## config.mk

```make
export PLATFORM = sky130hd
export DESIGN_NAME = mem_pipe_stage_regs_flat
export DESIGN_NICKNAME = d
export VERILOG_FILES = /design/src/rtl/mem_pipe_stage_regs_if.sv /design/src/rtl/mem_pipe_stage_regs.sv /design/src/flat_wrapper.sv
export SDC_FILE = /design/constraint.sdc
export NUM_CORES = 1
export LEC_CHECK = 0
export BUFFER_PORTS_ARGS = -buffer_cell sky130_fd_sc_hd__buf_2
export CORE_ASPECT_RATIO = 0.8
export CORE_MARGIN = 1.5
export CORE_UTILIZATION = 46
export CTS_BUF_LIST = sky130_fd_sc_hd__clkbuf_16
export DETAILED_ROUTE_END_ITERATION = 16
export PLACE_DENSITY_LB_ADDON = 0.08
export SLEW_MARGIN = 40
export SYNTH_ARGS = -nofsm -noshare
export SYNTH_HDL_FRONTEND = slang
export SYNTH_SLANG_ARGS = --single-unit
```

## constraint.sdc

```tcl
create_clock -name clk -period 4.2 [get_ports clk]
set_input_delay 0.42 -clock clk [delete_from_list [all_inputs] [get_ports clk]]
set_output_delay 0.42 -clock clk [all_outputs]
set_load 0.005 [all_outputs]
```

## src/rtl/mem_pipe_stage_regs_if.sv

```systemverilog
// Bundle between the MEM1 stage, the MEM-to-WB pipeline registers and write-back.
// Forwarding query signals exist only when MEM_PIPE_FORWARD_EN is defined.
interface mem_pipe_stage_regs_if #(
  parameter int unsigned DATA_WIDTH        = 64,
  parameter int unsigned REG_INDEX_BITS    = 5,
  parameter int unsigned THREAD_INDEX_BITS = 3,
  parameter int unsigned STAGES            = 2
);
  localparam int unsigned OccWidth = $clog2(STAGES + 1);

  logic                         in_valid;
  logic                         in_write_back_flag;
  logic                         in_load_word_flag;
  logic [REG_INDEX_BITS-1:0]    in_reg_index;
  logic [THREAD_INDEX_BITS-1:0] in_thread_index;
  logic [DATA_WIDTH-1:0]        in_reg_data;
  logic [DATA_WIDTH-1:0]        in_bram_data;
  logic                         stall;
  logic                         flush;
  logic [THREAD_INDEX_BITS-1:0] flush_thread_index;

  logic                         out_valid;
  logic                         out_write_back_flag;
  logic                         out_load_word_flag;
  logic [REG_INDEX_BITS-1:0]    out_reg_index;
  logic [THREAD_INDEX_BITS-1:0] out_thread_index;
  logic [DATA_WIDTH-1:0]        out_wb_data;
  logic [OccWidth-1:0]          out_occupancy;

`ifdef MEM_PIPE_FORWARD_EN
  logic [THREAD_INDEX_BITS-1:0] fwd_thread_index;
  logic [REG_INDEX_BITS-1:0]    fwd_reg_index;
  logic                         fwd_hit;
  logic [DATA_WIDTH-1:0]        fwd_data;
`endif

  modport master (
`ifdef MEM_PIPE_FORWARD_EN
    output fwd_thread_index, fwd_reg_index,
    input  fwd_hit, fwd_data,
`endif
    output in_valid, in_write_back_flag, in_load_word_flag, in_reg_index, in_thread_index,
    output in_reg_data, in_bram_data, stall, flush, flush_thread_index,
    input  out_valid, out_write_back_flag, out_load_word_flag, out_reg_index,
    input  out_thread_index, out_wb_data, out_occupancy
  );

  modport slave (
`ifdef MEM_PIPE_FORWARD_EN
    input  fwd_thread_index, fwd_reg_index,
    output fwd_hit, fwd_data,
`endif
    input  in_valid, in_write_back_flag, in_load_word_flag, in_reg_index, in_thread_index,
    input  in_reg_data, in_bram_data, stall, flush, flush_thread_index,
    output out_valid, out_write_back_flag, out_load_word_flag, out_reg_index,
    output out_thread_index, out_wb_data, out_occupancy
  );
endinterface

```

## src/rtl/mem_pipe_stage_regs.sv

```systemverilog
// MEM1-to-write-back register chain with BRAM result alignment, stall, per-thread flush and
// occupancy. Defining MEM_PIPE_FORWARD_EN adds a combinational register-forwarding lookup.
module mem_pipe_stage_regs #(
  parameter int unsigned DATA_WIDTH        = 64,
  parameter int unsigned REG_INDEX_BITS    = 5,
  parameter int unsigned THREAD_INDEX_BITS = 3,
  parameter int unsigned STAGES            = 2,
  parameter int unsigned BRAM_LATENCY      = 1
) (
  input logic                  clk,
  input logic                  reset,
  mem_pipe_stage_regs_if.slave bus
);
  localparam int unsigned OccWidth = $clog2(STAGES + 1);
  localparam int unsigned BramIdx  = BRAM_LATENCY - 1;
  localparam int unsigned OutIdx   = STAGES - 1;

  logic [STAGES-1:0]            valid_q, valid_d;
  logic [STAGES-1:0]            wb_q, wb_d;
  logic [STAGES-1:0]            load_q, load_d;
  logic [STAGES-1:0]            held_q, held_d;
  logic [REG_INDEX_BITS-1:0]    reg_q  [STAGES];
  logic [REG_INDEX_BITS-1:0]    reg_d  [STAGES];
  logic [THREAD_INDEX_BITS-1:0] thr_q  [STAGES];
  logic [THREAD_INDEX_BITS-1:0] thr_d  [STAGES];
  logic [DATA_WIDTH-1:0]        data_q [STAGES];
  logic [DATA_WIDTH-1:0]        data_d [STAGES];
  logic [OccWidth-1:0]          occ_q, occ_d;

  logic [STAGES-1:0]     flush_hit;
  logic                  in_kill;
  logic [DATA_WIDTH-1:0] bram_sel;

  always_comb begin
    in_kill = bus.flush && (bus.in_thread_index == bus.flush_thread_index);
    for (int unsigned k = 0; k < STAGES; k++) begin
      flush_hit[k] = bus.flush && (thr_q[k] == bus.flush_thread_index);
    end
    // Once a stall has captured the BRAM word, the live BRAM port no longer belongs to us.
    bram_sel = held_q[BramIdx] ? data_q[BramIdx] : bus.in_bram_data;
  end

  always_comb begin
    valid_d = valid_q;
    wb_d    = wb_q;
    load_d  = load_q;
    held_d  = held_q;
    reg_d   = reg_q;
    thr_d   = thr_q;
    data_d  = data_q;

    if (bus.stall) begin
      valid_d = valid_q & ~flush_hit;
      if (valid_q[BramIdx] && load_q[BramIdx] && !held_q[BramIdx]) begin
        data_d[BramIdx] = bus.in_bram_data;
        held_d[BramIdx] = 1'b1;
      end
    end else begin
      held_d    = '0;
      valid_d[0] = bus.in_valid && !in_kill;
      wb_d[0]    = bus.in_write_back_flag;
      load_d[0]  = bus.in_load_word_flag;
      reg_d[0]   = bus.in_reg_index;
      thr_d[0]   = bus.in_thread_index;
      data_d[0]  = bus.in_reg_data;
      for (int unsigned k = 1; k < STAGES; k++) begin
        valid_d[k] = valid_q[k-1] && !flush_hit[k-1];
        wb_d[k]    = wb_q[k-1];
        load_d[k]  = load_q[k-1];
        reg_d[k]   = reg_q[k-1];
        thr_d[k]   = thr_q[k-1];
        if ((k - 1 == BramIdx) && valid_q[k-1] && load_q[k-1]) begin
          data_d[k] = bram_sel;
        end else begin
          data_d[k] = data_q[k-1];
        end
      end
    end

    occ_d = '0;
    for (int unsigned k = 0; k < STAGES; k++) begin
      occ_d = occ_d + OccWidth'(valid_d[k]);
    end
  end

  always_ff @(posedge clk or posedge reset) begin
    if (reset) begin
      valid_q <= '0;
      wb_q    <= '0;
      load_q  <= '0;
      held_q  <= '0;
      occ_q   <= '0;
      for (int unsigned k = 0; k < STAGES; k++) begin
        reg_q[k]  <= '0;
        thr_q[k]  <= '0;
        data_q[k] <= '0;
      end
    end else begin
      valid_q <= valid_d;
      wb_q    <= wb_d;
      load_q  <= load_d;
      held_q  <= held_d;
      occ_q   <= occ_d;
      reg_q   <= reg_d;
      thr_q   <= thr_d;
      data_q  <= data_d;
    end
  end

  assign bus.out_valid           = valid_q[OutIdx];
  assign bus.out_write_back_flag = valid_q[OutIdx] & wb_q[OutIdx];
  assign bus.out_load_word_flag  = load_q[OutIdx];
  assign bus.out_reg_index       = reg_q[OutIdx];
  assign bus.out_thread_index    = thr_q[OutIdx];
  assign bus.out_occupancy       = occ_q;

  // When the BRAM answers in the last slot, the load result bypasses the registers.
  assign bus.out_wb_data = ((BRAM_LATENCY == STAGES) && load_q[OutIdx] && !held_q[OutIdx]) ?
                           bus.in_bram_data : data_q[OutIdx];

`ifdef MEM_PIPE_FORWARD_EN
  logic                  fwd_found;
  logic                  fwd_final;
  logic [DATA_WIDTH-1:0] fwd_word;

  // Scan oldest to youngest so the youngest match overrides, including its finality.
  always_comb begin
    fwd_found = 1'b0;
    fwd_final = 1'b0;
    fwd_word  = '0;
    for (int k = int'(STAGES) - 1; k >= 0; k--) begin
      if (valid_q[k] && wb_q[k] && (thr_q[k] == bus.fwd_thread_index) &&
          (reg_q[k] == bus.fwd_reg_index)) begin
        fwd_found = 1'b1;
        fwd_final = !load_q[k] || (k > int'(BramIdx)) || held_q[k];
        fwd_word  = data_q[k];
      end
    end
  end

  assign bus.fwd_hit  = !reset && fwd_found && fwd_final;
  assign bus.fwd_data = bus.fwd_hit ? fwd_word : '0;
`endif
endmodule

```

## src/flat_wrapper.sv

```systemverilog
// flat-port wrapper written by rule: the top's interface ports become plain ports
module mem_pipe_stage_regs_flat 
#(
  parameter int unsigned DATA_WIDTH        = 64,
  parameter int unsigned REG_INDEX_BITS    = 5,
  parameter int unsigned THREAD_INDEX_BITS = 3,
  parameter int unsigned STAGES            = 2,
  parameter int unsigned BRAM_LATENCY      = 1
)
  (clk, reset, bus_in_valid, bus_in_write_back_flag, bus_in_load_word_flag, bus_in_reg_index, bus_in_thread_index, bus_in_reg_data, bus_in_bram_data, bus_stall, bus_flush, bus_flush_thread_index, bus_out_valid, bus_out_write_back_flag, bus_out_load_word_flag, bus_out_reg_index, bus_out_thread_index, bus_out_wb_data, bus_out_occupancy);
  mem_pipe_stage_regs_if #(.DATA_WIDTH(DATA_WIDTH), .REG_INDEX_BITS(REG_INDEX_BITS), .THREAD_INDEX_BITS(THREAD_INDEX_BITS), .STAGES(STAGES)) bus_i ();
  input logic clk;
  input logic reset;
  input wire logic [$bits(bus_i.in_valid)-1:0] bus_in_valid;
  input wire logic [$bits(bus_i.in_write_back_flag)-1:0] bus_in_write_back_flag;
  input wire logic [$bits(bus_i.in_load_word_flag)-1:0] bus_in_load_word_flag;
  input wire logic [$bits(bus_i.in_reg_index)-1:0] bus_in_reg_index;
  input wire logic [$bits(bus_i.in_thread_index)-1:0] bus_in_thread_index;
  input wire logic [$bits(bus_i.in_reg_data)-1:0] bus_in_reg_data;
  input wire logic [$bits(bus_i.in_bram_data)-1:0] bus_in_bram_data;
  input wire logic [$bits(bus_i.stall)-1:0] bus_stall;
  input wire logic [$bits(bus_i.flush)-1:0] bus_flush;
  input wire logic [$bits(bus_i.flush_thread_index)-1:0] bus_flush_thread_index;
  output wire logic [$bits(bus_i.out_valid)-1:0] bus_out_valid;
  output wire logic [$bits(bus_i.out_write_back_flag)-1:0] bus_out_write_back_flag;
  output wire logic [$bits(bus_i.out_load_word_flag)-1:0] bus_out_load_word_flag;
  output wire logic [$bits(bus_i.out_reg_index)-1:0] bus_out_reg_index;
  output wire logic [$bits(bus_i.out_thread_index)-1:0] bus_out_thread_index;
  output wire logic [$bits(bus_i.out_wb_data)-1:0] bus_out_wb_data;
  output wire logic [$bits(bus_i.out_occupancy)-1:0] bus_out_occupancy;
  assign bus_i.in_valid = bus_in_valid;
  assign bus_i.in_write_back_flag = bus_in_write_back_flag;
  assign bus_i.in_load_word_flag = bus_in_load_word_flag;
  assign bus_i.in_reg_index = bus_in_reg_index;
  assign bus_i.in_thread_index = bus_in_thread_index;
  assign bus_i.in_reg_data = bus_in_reg_data;
  assign bus_i.in_bram_data = bus_in_bram_data;
  assign bus_i.stall = bus_stall;
  assign bus_i.flush = bus_flush;
  assign bus_i.flush_thread_index = bus_flush_thread_index;
  assign bus_out_valid = bus_i.out_valid;
  assign bus_out_write_back_flag = bus_i.out_write_back_flag;
  assign bus_out_load_word_flag = bus_i.out_load_word_flag;
  assign bus_out_reg_index = bus_i.out_reg_index;
  assign bus_out_thread_index = bus_i.out_thread_index;
  assign bus_out_wb_data = bus_i.out_wb_data;
  assign bus_out_occupancy = bus_i.out_occupancy;
  mem_pipe_stage_regs #(.DATA_WIDTH(DATA_WIDTH), .REG_INDEX_BITS(REG_INDEX_BITS), .THREAD_INDEX_BITS(THREAD_INDEX_BITS), .STAGES(STAGES), .BRAM_LATENCY(BRAM_LATENCY)) u_core (.clk(clk), .reset(reset), .bus(bus_i));
endmodule
```

## Yosys cells after proc, flatten, opt, wreduce, memory -nomap -nowiden

Cells that the tools add are included.

- Add/subtract/negate cells: 1
- Equal/unequal tests: 4
- Muxes and demuxes: 7
- Bitwise operators: 3
- Reduce and logical (&&, ||, !) cells: 10

Operator list:

| operator | number |
|---|---|
| two-way mux 64 bit | 4 |
| equality test 3 bit | 3 |
| logical AND 1 bit | 7 |
| logical NOT 1 bit | 3 |
| adder 1 x 1 -> 2 bit | 1 |
| bitwise AND 2 bit | 1 |
| two-way mux 1 bit | 2 |
| two-way mux 2 bit | 1 |
| inequality test 2 x 1 -> 1 bit, second input constant | 1 |
| inverter 2 bit | 1 |
| bitwise AND 1 bit | 1 |

- Flip-flop bits (word level): 153
- Input port bits: 146
- Output and inout bits: 77
- Word-level logic and storage cells: 36

## Depth between registers and ports, before layout

- Word-level depth: 6
- Mapped depth: 5
- Gate-level depth less buffers: 4

## Worst setup path before layout

No wires, ideal clock.

- Path kind: input port to flip-flop
- From: input port bus_flush_thread_index[0]
- To: register u_core.occ_q[0] (netlist: u_core.bus.out_occupancy[0])
- Library setup time: 0.126 ns
- Arrival: 1.242 ns
- Slack: 2.832 ns
- Stages: 4
- Buffers on the path: 0
- Path through: xnor2_1 > nand4_1 > a32o_1 > ha_1

- Cells in the longest elaborated chain, start to end: 6
- Elaborated cells between the ends (all ways): 14

Ends and longest elaborated chain:

| element | RTL line | text |
|---|---|---|
| start, declared | flat_wrapper.sv:23 | `input wire logic [$bits(bus_i.flush_thread_index)-1:0] bus_flush_thread_index;` |
| equality test 3 bit, on equally long branches | mem_pipe_stage_regs.sv:37, mem_pipe_stage_regs.sv:35 |  |
| logical AND 1 bit, on equally long branches | mem_pipe_stage_regs.sv:37, mem_pipe_stage_regs.sv:35 |  |
| inverter 2 bit or logical NOT 1 bit (tied branches) | mem_pipe_stage_regs.sv:53, mem_pipe_stage_regs.sv:60 |  |
| bitwise AND 2 bit or logical AND 1 bit (tied branches) | mem_pipe_stage_regs.sv:53, mem_pipe_stage_regs.sv:60 |  |
| two-way mux 2 bit * | mem_pipe_stage_regs.sv:52 | `if (bus.stall) begin` |
| named net u_core.valid_d[0] | mem_pipe_stage_regs.sv:18 | `logic [STAGES-1:0] valid_q, valid_d;` |
| adder 1 x 1 -> 2 bit * | mem_pipe_stage_regs.sv:82 | `occ_d = occ_d + OccWidth'(valid_d[k]);` |
| named net u_core.occ_d[0] | mem_pipe_stage_regs.sv:28 | `logic [OccWidth-1:0] occ_q, occ_d;` |
| end signal, assigned | mem_pipe_stage_regs.sv:92 | `occ_q <= '0;` |
| end signal, assigned | mem_pipe_stage_regs.sv:103 | `occ_q <= occ_d;` |
| end, declared | mem_pipe_stage_regs.sv:28 |  |

Mark *: on every way through the listed nets, which the timed path passes. The rest lies on a longest branch.
A chain may end at the register's enable or synchronous reset.

## Final worst setup path

- From: register u_core.valid_q[0]
- To: register u_core.data_q (netlist bit u_core.bus.out_wb_data[37])

- Cells in the longest elaborated chain, start to end: 2

Ends and longest elaborated chain:

| element | RTL line | text |
|---|---|---|
| start, declared | mem_pipe_stage_regs.sv:18 |  |
| start signal, assigned | mem_pipe_stage_regs.sv:99 | `valid_q <= valid_d;` |
| logical AND 1 bit | mem_pipe_stage_regs.sv:72 | `if ((k - 1 == BramIdx) && valid_q[k-1] && load_q[k-1]) begin` |
| two-way mux 64 bit | mem_pipe_stage_regs.sv:72 |  |
| end signal, assigned | mem_pipe_stage_regs.sv:106 | `data_q <= data_d;` |
| end, declared | mem_pipe_stage_regs.sv:26 | `logic [DATA_WIDTH-1:0] data_q [STAGES];` |

Every way passes these cells.

==> run metrics <==
Syn Area/Cell=approximately 11 sq um; Setup crit end kind=flip-flop; slowest stage cell on the critical path=dfrtp_1; Worst VDD drop=~0.28 mV; outcome=finished clean; final max-slew violation count=0; DRT Pass-1 Iters=5; Least-Margin Pin Slew=just over 0.7 ns; Clock Path Buffers=2; DP HPWL=about 10000 microns; Final min period=1.84 ns; Buffers on Ports=about 220; Num CTS Buffers=17; met1 wire length=around 6200 microns; Ant. Diodes=0; CP required=4.47 ns; total gr overflow=0; most frequent CP cell=mux2i_1; crit path launch type=flip-flop; synth unique cells=18; max-cap viol count=0; # Post-CTS Setup Buffers=0; sinks on the clock net=153; placer's final routability congestion estimate=between 0.7 and 0.8; met3 routed WL=885 microns; setup tns final=0 ns; fillcell total=around 1400; leak pwr=4.64 nW; r2r setup slk=between 2 and 2.5 ns; cell area power density=slightly below 500 nW/um^2; CTS tree=built; CP Max Fanout=20; YS warnings=0; Slew headroom=between 50% and 60%; WL/cell=14.1 microns; clk slew on worst S/H paths=roughly 0.06 ns; Worst Path Buf+Inv=2; Synth Instances=approximately 620; critical-path cell list=nand3b_1 > buf_6 > buf_4 > mux2i_1 > mux2i_1; hold slack=around 0.23 ns; Clock Skew=roughly 0.0079 ns; largest net degree at the start of global routing=99; Post-DRT Antenna Nets=0; Netlist Area Pre-Place=~7100 sq um; worst min-delay path category=input pin to flip-flop; Crit Path Category=flip-flop to flip-flop; RSZ-0062 raised after global routing=no; Ports=about 220; delay-heaviest family, CP=buffers and inverters; most frequent cells in the layout=buf_2, dfrtp_1, mux2i_1, a21oi_1; final worst-path cycle share=between 40 and 50%; met2 routed WL=~6600 microns; top cell type's share of synthesized area=between 50% and 60%; Synth-to-Final Area Change=19.2%; Fmax achieved=approximately 540 MHz; Skew-Pair Late Insertion Delay=roughly 0.42 ns; die width=between 100 and 150 microns; vias=~4600; DRT Wirelength=approximately 14000 microns; fraction of the yosys area taken by sequential cells=~54%; largest area contributor in the netlist=dfrtp_1; vias in the first global route=~4700; Total GRT Usage=a little under a fifth; first-pass GRT wire length=about 23000 microns; final net count=a little over 900; CP arrival=about 2.1 ns; die area=approximately 16000 sq um; top sig layer=met5; via-per-instance ratio=between 4 and 5; Hold Vio Cnt, Final=0; syn_nets=approximately 770; antenna violations before repair=1; Die Height=roughly 110 microns; DRC viols=0; largest stage delay on the critical path=0.41 ns; most common cell after layout, fill and taps aside=buf_2; Core ar.=15100 sq um; final setup fails=0; share of layout cells above drive strength 1=36.5%; register area=around 3800 sq um; Initial Utilization=around 47%; FF+latch count, synth=approximately 150; # rows=40; clock root cell=clkbuf_16; area of the multi-input gates=2240 sq um; H-tree levels=4; Starting DRT DRC Count=roughly 140; top cells by area, synth=dfrtp_1, mux2i_1, buf_4, a21oi_1, inv_1
## worst reg2reg max path, stage by stage, from the launching register on
cell and delay, ns:
dfrtp_1 0.41, nand3b_1 0.33, buf_6 0.20, buf_4 0.34
mux2i_1 0.30, mux2i_1 0.11
## what timing repair did
action,CTS,global route
endpoints found under the hold margin,0,12
hold buffers,0,1
resized for setup,0,0
## kinds of logic after synthesis
kind of cell	synth area share, %
AOI/OAI and AO/OA	5.01
xor gates and xnor gates	1.11
muxes	21.2
adders and majority gates	0.176
buffers and inverters	14.4
DFF	53.9
and+or+nand+nor	4.11
## layer usage
metal	vias to the layer above	GRT usage, %
met5	-	0
met1	2172	22.5
li1	2252	-
met3	23	5.60
met2	133	30.0
met4	2	8.04
## area by class of cell
cell class              count  area share [%]
clock buffers              17            5.03
clock inverters            15            2.34
inverters                  65            2.93
multi-input cells         298            26.5
flip-flops and latches    153            45.3
well taps                 210            3.11
repair buffers            233            14.8
## power breakdown
| group | internal [W] | switching, W |
|---|---|---|
| registers | 0.00169 | 0.0000971 |
| clock network | 0.000996 | 0.000612 |
| logic | 0.000341 | 0.000341 |
| total | 0.00303 | 0.00105 |
## through the flow
step	util, %	setup WS [ns]	total power, W	cell area [sq um]	std cells
after floorplan	-	1.85	0.00239	7100	619
after global placement	51.7	2.05	0.00248	7780	955
after detailed placement	51.8	2.09	0.00251	7800	957
after CTS	55.9	2.32	0.00414	8420	989
after global routing	56.2	2.18	0.00431	8460	991
final	56.2	2.36	0.00408	8460	991
## state kept, by name, indices dropped and copies added (netlist names), 2 cells and up
signal and flops:
u_core.bus.out_thread_index 3, u_core.valid_q 2, u_core.bus.out_reg_index 5, u_core.reg_q 5, u_core.thr_q 3, u_core.load_q 2, u_core.bus.out_occupancy 2, u_core.wb_q 2
u_core.data_q 64, u_core.bus.out_wb_data 64
## cell usage after synthesis
library cell and number:
nand3b_1 1, xnor2_1 9, a21oi_1 65, buf_6 1, nand4_1 3, inv_1 65, buf_2 11, mux2i_1 128
dfrtp_1 153, and2_1 1, nor2_1 64, nor2b_1 3, ha_1 1, clkbuf_1 12, buf_4 73, mux2_2 20
a32o_1 3, buf_12 6
## path summary, 6_finish.rpt
path                                         from                    endpoint  cells after the start
max                             u_core.valid_q[0]  u_core.bus.out_wb_data[37]                      5
min                        bus_in_write_back_flag              u_core.wb_q[0]                      2
max reg2reg                     u_core.valid_q[0]  u_core.bus.out_wb_data[37]                      5
min reg2reg                        u_core.wb_q[1]              u_core.wb_q[1]                      1
max in group asynchronous                   reset             u_core.reg_q[8]                      5
min in group asynchronous                   reset  u_core.bus.out_wb_data[33]                      3
Note: power is estimated with default switching activity, not from simulation.
